--- src/rtl/sd_access_sched.sv ---
// sd_access_sched: arbitrates the shared SD SPI bus between the init, block-write
// and block-read engines. Nothing is granted until init completes. After that, one
// sector request is served at a time, with round-robin between the write and read
// requesters. Each granted operation ends in done, or in err on timeout.
// Optional build macro: SD_SCHED_STATS_EN adds saturating wr_cnt/rd_cnt/err_cnt
// outputs that count completed writes, completed reads and timeouts.
module sd_access_sched #(
  parameter int              TO_W        = 24,
  parameter logic [TO_W-1:0] TIMEOUT_CYC = TO_W'(2500000)
) (
  input  logic        SD_clk,
  input  logic        rst,
  input  logic        wr_req,
  input  logic [31:0] wr_sec,
  output logic        wr_ack,
  input  logic        rd_req,
  input  logic [31:0] rd_sec,
  output logic        rd_ack,
  output logic        done,
  output logic        err,
  output logic        busy,
  output logic [3:0]  state,
  input  logic        init_done,
  output logic [31:0] eng_sec,
  output logic        eng_wr_req,
  output logic        eng_rd_req,
  input  logic        eng_wr_done,
  input  logic        eng_rd_done,
  input  logic        SD_cs_i,
  input  logic        SD_datain_i,
  input  logic        SD_cs_w,
  input  logic        SD_datain_w,
  input  logic        SD_cs_r,
  input  logic        SD_datain_r,
  output logic        SD_cs,
  output logic        SD_datain
`ifdef SD_SCHED_STATS_EN
  ,
  output logic [15:0] wr_cnt,
  output logic [15:0] rd_cnt,
  output logic [15:0] err_cnt
`endif
);

  typedef enum logic [3:0] {
    S_INIT  = 4'd0,
    S_IDLE  = 4'd1,
    S_ISSUE = 4'd2,
    S_WAIT  = 4'd3,
    S_DONE  = 4'd4,
    S_ERR   = 4'd5
  } state_t;

  state_t          st, st_n;
  logic            op_wr, op_wr_n;         // 1: granted op is a write
  logic            last_rd, last_rd_n;     // 1: read was served last
  logic [TO_W-1:0] cnt, cnt_n;
  logic            done_prev, done_prev_n;
  logic            wr_ack_n, rd_ack_n, done_n, err_n, busy_n;
  logic            eng_wr_req_n, eng_rd_req_n;
  logic [31:0]     eng_sec_n;
  logic            done_in;
  logic            timeout_hit;

  assign state       = st;
  assign done_in     = op_wr ? eng_wr_done : eng_rd_done;
  assign timeout_hit = (cnt == (TIMEOUT_CYC - TO_W'(1)));

  // Next-state and next-output logic; every registered output is computed here.
  always_comb begin
    st_n         = st;
    op_wr_n      = op_wr;
    last_rd_n    = last_rd;
    cnt_n        = cnt;
    done_prev_n  = done_prev;
    eng_sec_n    = eng_sec;
    wr_ack_n     = 1'b0;
    rd_ack_n     = 1'b0;
    done_n       = 1'b0;
    err_n        = 1'b0;
    eng_wr_req_n = 1'b0;
    eng_rd_req_n = 1'b0;
    case (st)
      S_INIT: begin
        if (init_done) st_n = S_IDLE;
      end
      S_IDLE: begin
        if (!init_done) begin
          st_n = S_INIT;
        end else if (wr_req && (!rd_req || last_rd)) begin
          // A write wins a tie only when the read was served last.
          wr_ack_n  = 1'b1;
          eng_sec_n = wr_sec;
          op_wr_n   = 1'b1;
          last_rd_n = 1'b0;
          st_n      = S_ISSUE;
        end else if (rd_req) begin
          rd_ack_n  = 1'b1;
          eng_sec_n = rd_sec;
          op_wr_n   = 1'b0;
          last_rd_n = 1'b1;
          st_n      = S_ISSUE;
        end
      end
      S_ISSUE: begin
        eng_wr_req_n = op_wr;
        eng_rd_req_n = !op_wr;
        cnt_n        = '0;
        // Capture the done level now, so a done input already high does not look like completion.
        done_prev_n  = done_in;
        st_n         = S_WAIT;
      end
      S_WAIT: begin
        done_prev_n = done_in;
        if (done_in && !done_prev) begin
          done_n = 1'b1;
          st_n   = S_DONE;
        end else if (timeout_hit) begin
          err_n = 1'b1;
          st_n  = S_ERR;
        end else begin
          cnt_n = cnt + TO_W'(1);
        end
      end
      S_DONE:  st_n = S_IDLE;
      S_ERR:   st_n = S_INIT;
      default: st_n = S_INIT;
    endcase
    busy_n = (st_n != S_IDLE);
  end

  // State and registered-output update with synchronous reset.
  always_ff @(posedge SD_clk) begin
    if (rst) begin
      st         <= S_INIT;
      op_wr      <= 1'b0;
      last_rd    <= 1'b1;
      cnt        <= '0;
      done_prev  <= 1'b0;
      eng_sec    <= '0;
      wr_ack     <= 1'b0;
      rd_ack     <= 1'b0;
      done       <= 1'b0;
      err        <= 1'b0;
      busy       <= 1'b1;
      eng_wr_req <= 1'b0;
      eng_rd_req <= 1'b0;
    end else begin
      st         <= st_n;
      op_wr      <= op_wr_n;
      last_rd    <= last_rd_n;
      cnt        <= cnt_n;
      done_prev  <= done_prev_n;
      eng_sec    <= eng_sec_n;
      wr_ack     <= wr_ack_n;
      rd_ack     <= rd_ack_n;
      done       <= done_n;
      err        <= err_n;
      busy       <= busy_n;
      eng_wr_req <= eng_wr_req_n;
      eng_rd_req <= eng_rd_req_n;
    end
  end

  // Bus mux: init engine in INIT, granted engine in ISSUE/WAIT, otherwise idle-high.
  always_comb begin
    SD_cs     = 1'b1;
    SD_datain = 1'b1;
    case (st)
      S_INIT: begin
        SD_cs     = SD_cs_i;
        SD_datain = SD_datain_i;
      end
      S_ISSUE, S_WAIT: begin
        SD_cs     = op_wr ? SD_cs_w     : SD_cs_r;
        SD_datain = op_wr ? SD_datain_w : SD_datain_r;
      end
      default: begin
        SD_cs     = 1'b1;
        SD_datain = 1'b1;
      end
    endcase
  end

`ifdef SD_SCHED_STATS_EN
  function automatic logic [15:0] sat_inc(input logic [15:0] v);
    return (v == 16'hFFFF) ? v : v + 16'd1;
  endfunction

  // Completion and timeout counters, saturating, cleared by reset.
  always_ff @(posedge SD_clk) begin
    if (rst) begin
      wr_cnt  <= '0;
      rd_cnt  <= '0;
      err_cnt <= '0;
    end else begin
      if (st == S_DONE && op_wr)  wr_cnt  <= sat_inc(wr_cnt);
      if (st == S_DONE && !op_wr) rd_cnt  <= sat_inc(rd_cnt);
      if (st == S_ERR)            err_cnt <= sat_inc(err_cnt);
    end
  end
`endif

endmodule
--- config.mk ---
export PLATFORM = sky130hd
export DESIGN_NAME = sd_access_sched
export DESIGN_NICKNAME = d
export VERILOG_FILES = /design/src/rtl/sd_access_sched.sv
export SDC_FILE = /design/constraint.sdc
export NUM_CORES = 1
export LEC_CHECK = 0
export ABC_AREA = 1
export CAP_MARGIN = 20
export CORE_MARGIN = 4
export CORE_UTILIZATION = 33
export CTS_CLUSTER_DIAMETER = 30
export CTS_CLUSTER_SIZE = 30
export DETAILED_ROUTE_END_ITERATION = 10
export PLACE_DENSITY = 0.73
export SLEW_MARGIN = 20
export SYNTH_ARGS = -nofsm -noshare
export SYNTH_HDL_FRONTEND = slang
export SYNTH_SLANG_ARGS = --single-unit
--- constraint.sdc ---
create_clock -name SD_clk -period 4.99 [get_ports SD_clk]
set_input_delay 0.499 -clock SD_clk [delete_from_list [all_inputs] [get_ports SD_clk]]
set_output_delay 0.499 -clock SD_clk [all_outputs]
set_load 0.01 [all_outputs]
==> impl_metrics.prom <==
# TYPE chip_impl_metric gauge
chip_impl_metric{name="pre_cts_slack",unit="ns"} 2.31
chip_impl_metric{name="gr-total-overflow",unit=""} 0
chip_impl_metric{name="initial_core_util",unit=""} 0.342
chip_impl_metric{name="timing.slew.headroom",unit=""} 0.486
chip_impl_metric{name="number_of_cells_upsized_or_downsized_after_cts",unit=""} 0
chip_impl_metric{name="drv_cap",unit=""} 0
chip_impl_metric{name="yosys.area_share.adder",unit=""} 0.00351
chip_impl_info{name="status",value="completed"} 1
chip_impl_metric{name="gp_routability_congestion",unit=""} 0.967
chip_impl_metric{name="vdd_drop_max",unit="V"} 0.000112
chip_impl_metric{name="drt_first_pass_iters",unit=""} 5
chip_impl_metric{name="postLayoutCoreUtil",unit=""} 0.488
chip_impl_metric{name="synth_xor_xnor_area_share",unit=""} 0.0172
chip_impl_info{name="min_path_type",value="reg2reg"} 1
chip_impl_metric{name="yosysWarningCount",unit=""} 0
chip_impl_metric{name="area.sequential",unit="mm2"} 0.00140
chip_impl_metric{name="setup_ws",unit="ns"} 2.44
chip_impl_info{name="critical_path.cell_chain",value="nor2_2, inv_1, nor3_4, nand2_1, nand2_1, nand2_1, o21ai_0, inv_1, nor2_1"} 1
chip_impl_metric{name="fin_nets",unit=""} 749
chip_impl_metric{name="share_of_layout_cells_above_drive_strength_1",unit=""} 0.0518
chip_impl_metric{name="route.antenna.remaining_nets",unit=""} 0
chip_impl_metric{name="timing.setup.tns",unit="ns"} 0
chip_impl_metric{name="synthesis.area",unit="mm2"} 0.00357
chip_impl_info{name="cts_tree",value="yes"} 1
chip_impl_metric{name="design_power_total",unit="mW"} 1.20
chip_impl_metric{name="cts-buffers-inserted",unit=""} 9
chip_impl_metric{name="share_of_synthesized_area_spent_on_multiplexers",unit=""} 0
chip_impl_info{name="crit_path_start_kind",value="flip-flop"} 1
chip_impl_metric{name="worstPathBufferInverterCount",unit=""} 2
chip_impl_metric{name="cts_sinks",unit=""} 70
chip_impl_metric{name="synth_simple_gate_area_share",unit=""} 0.403
chip_impl_metric{name="netlist_instances",unit=""} 560
chip_impl_metric{name="detail_route.wl_per_cell",unit="um"} 13.8
chip_impl_metric{name="vias_per_cell",unit=""} 4.90
chip_impl_info{name="setup.worst_path.end_class",value="flip-flop"} 1
chip_impl_metric{name="synth_net_count",unit=""} 638
chip_impl_metric{name="nFillCells",unit=""} 1025
chip_impl_metric{name="worstPathMaxFanout",unit=""} 21
chip_impl_metric{name="fin_crit",unit="ns"} 2.55
chip_impl_metric{name="dieHeight",unit="um"} 112
chip_impl_metric{name="period_share",unit=""} 0.510
chip_impl_metric{name="synth-async-reset-ratio",unit=""} 0
chip_impl_metric{name="pin_count",unit=""} 122
chip_impl_metric{name="number_of_global_route_vias_before_repair",unit=""} 3973
chip_impl_metric{name="setup_viol",unit=""} 0
chip_impl_metric{name="numPortBuffers",unit=""} 121
chip_impl_metric{name="overall_die_area",unit="mm2"} 0.0125
chip_impl_metric{name="postRouteWirelength",unit="um"} 11200
chip_impl_info{name="dominant_combinational_cell_family_by_area_after_synthesis",value="simple AND/OR/NAND/NOR gates"} 1
chip_impl_info{name="critical_path.top_delay_family",value="simple AND/OR/NAND/NOR gates"} 1
chip_impl_metric{name="fp.coreArea",unit="mm2"} 0.0104
chip_impl_metric{name="drv_slew",unit=""} 0
chip_impl_metric{name="gr-usage-all-layers",unit=""} 0.175
chip_impl_metric{name="timing.critical_path.required",unit="ns"} 5.29
chip_impl_metric{name="arrival",unit="ns"} 2.84
chip_impl_metric{name="cts_post_setup_buffers_inserted",unit=""} 0
chip_impl_info{name="setup_repair_after_global_routing_missed_its_margin",value="false"} 1
chip_impl_info{name="synth-main-ff-cell",value="dfxtp_1"} 1
chip_impl_info{name="worstSetupPathType",value="reg2reg"} 1
chip_impl_metric{name="fmax",unit="MHz"} 393
chip_impl_metric{name="count_of_final_hold_check_violations",unit=""} 0
chip_impl_metric{name="cts_max_level",unit=""} 3
chip_impl_metric{name="synth-edff-count",unit=""} 0
chip_impl_metric{name="multi_input_area",unit="mm2"} 0.00189
chip_impl_metric{name="timing.critical_path.slowest_cell_delay",unit="ns"} 0.50
chip_impl_metric{name="row_count",unit=""} 37
chip_impl_metric{name="drt-initial-drc-count",unit=""} 223
chip_impl_metric{name="ys_seq_elements",unit=""} 70
chip_impl_metric{name="clkLatencyLatePin",unit="ns"} 0.35
chip_impl_info{name="critical_path.most_common_cell",value="nand2_1"} 1
chip_impl_info{name="clockRootBuffer",value="clkbuf_8"} 1
chip_impl_metric{name="dp_hpwl",unit="um"} 8240
chip_impl_metric{name="pwr_density_cell",unit="mW/mm2"} 237
chip_impl_metric{name="synth-compound-area-share",unit=""} 0.104
chip_impl_metric{name="synth.distinct_cells",unit=""} 31
chip_impl_metric{name="cts_buffer_depth",unit=""} 2
chip_impl_metric{name="sequential_to_total_area_share_from_yosys_stat",unit=""} 0.393
chip_impl_metric{name="antenna_found_initial",unit=""} 0
chip_impl_info{name="critical_path_cell_with_the_highest_stage_delay",value="nor3_4"} 1
chip_impl_metric{name="floorplan.die.width",unit="um"} 112
chip_impl_metric{name="worst_setup_hold_path_clk_slew",unit="ns"} 0.08
chip_impl_metric{name="wire_length_of_the_first_global_routing_pass",unit="um"} 18300
chip_impl_metric{name="max_slew.worst_pin.slew",unit="ns"} 0.770
chip_impl_metric{name="route.vias.total",unit=""} 3975
chip_impl_metric{name="post_cts_hold_buffer_count",unit=""} 0
chip_impl_metric{name="synth_to_layout_area_growth",unit="%"} 42.4
chip_impl_metric{name="drc",unit=""} 0
chip_impl_metric{name="antennaDiodeCount",unit=""} 0
chip_impl_metric{name="worst_clock_skew",unit="ns"} 0.0113
chip_impl_metric{name="fin_worst_hold_slack",unit="ns"} 0.466
chip_impl_metric{name="synth_area_per_cell",unit="um2"} 6.37
chip_impl_metric{name="grt_max_degree",unit=""} 61
chip_impl_metric{name="static-leakage-power",unit="nW"} 1.73
==> through the flow <==
step | std cells | instance area [um2]
floorplan | 560 | 3570
global placement | 796 | 4840
detailed placement | 796 | 4850
CTS | 812 | 5080
global route | 812 | 5080
finish | 812 | 5080
==> layer usage <==
layer  share of wire  vias to the layer above  GRT usage
met5               0                        -          0
met4           0.017                        0     0.0609
met3            0.10                       16     0.0701
met2            0.47                      157      0.297
met1            0.41                     1801      0.202
li1                -                     2001          -
==> where the power goes <==
group / total (mW) / switching (mW) / internal [mW]
clock network: 0.529 / 0.231 / 0.298
logic: 0.108 / 0.0390 / 0.0686
registers: 0.567 / 0.00338 / 0.563
==> registers in the layout (all words and copies together), names as in the netlist <==
| signal | flops |
|---|---|
| done_prev | 1 |
| eng_rd_req | 1 |
| cnt | 24 |
| wr_ack | 1 |
| last_rd | 1 |
| busy | 1 |
| done | 1 |
| eng_wr_req | 1 |
| err | 1 |
| eng_sec | 32 |
| state | 4 |
| rd_ack | 1 |
| op_wr | 1 |
==> cell usage after synthesis (all sizes together), types with 2 or more instances <==
cell type	instances	area, um2
a21oi	18	90.1
a31oi	32	200
buf	11	67.6
clkbuf	11	41.3
dfxtp	70	1400
inv	46	173
nand2	205	782
nand3	31	165
nand4	6	37.5
nor2	100	400
nor3	4	31.3
nor4	2	12.5
o21ai	11	55.1
xnor2	2	17.5
xor2	5	43.8
==> kinds of logic after synthesis <==
logic type               Yosys count
AND/OR/NAND/NOR                  349
XOR/XNOR                           7
AO/OA/AOI/OAI                     64
buffers and inverters             68
flip-flops                        70
other                              1
adder cells (fa/ha/maj)            1
==> placed cells by master, fill, tap and decap left out, drive strengths merged <==
cell type	n
o21bai	1
nand3b	1
xor2	5
o2111ai	1
nor4	2
inv	47
clkinv	2
clkbuf	10
conb	1
dfxtp	70
nor2	100
nand3	31
nand4	6
nor3	4
a21oi	18
clkinvlp	1
a31oi	32
o311ai	1
ha	1
nand2	205
xnor2	2
buf	2
bufinv	2
o21ai	11
clkdlybuf4s50	120
==> cell type report <==
| class | count | share of cell area |
|---|---|---|
| multi-input combinational | 422 | 0.372 |
| sequential | 70 | 0.276 |
| timing repair buffer | 122 | 0.239 |
| inverter | 46 | 0.0340 |
| tap | 136 | 0.0335 |
| clock buffer | 10 | 0.0271 |
| clock inverter | 6 | 0.0185 |
==> path summary, 6_finish.rpt <==
path / startpoint / end / slack [ns] / depth (start not counted)
worst max-delay path: state[2] / cnt[4] / 2.44 / 9
worst min-delay path: done_prev / done_prev / 0.47 / 2
worst max register to register: state[2] / cnt[4] / 2.44 / 9
worst min register to register: done_prev / done_prev / 0.47 / 2
==> worst reg2reg max path, cell delays in order, from the launching register on <==
cell	delay, ns
dfxtp_1	0.36
nor2_2	0.20
inv_1	0.12
nor3_4	0.50
nand2_1	0.16
nand2_1	0.15
nand2_1	0.48
o21ai_0	0.38
inv_1	0.07
nor2_1	0.07
No activity file was read; power rests on OpenSTA's default activity.
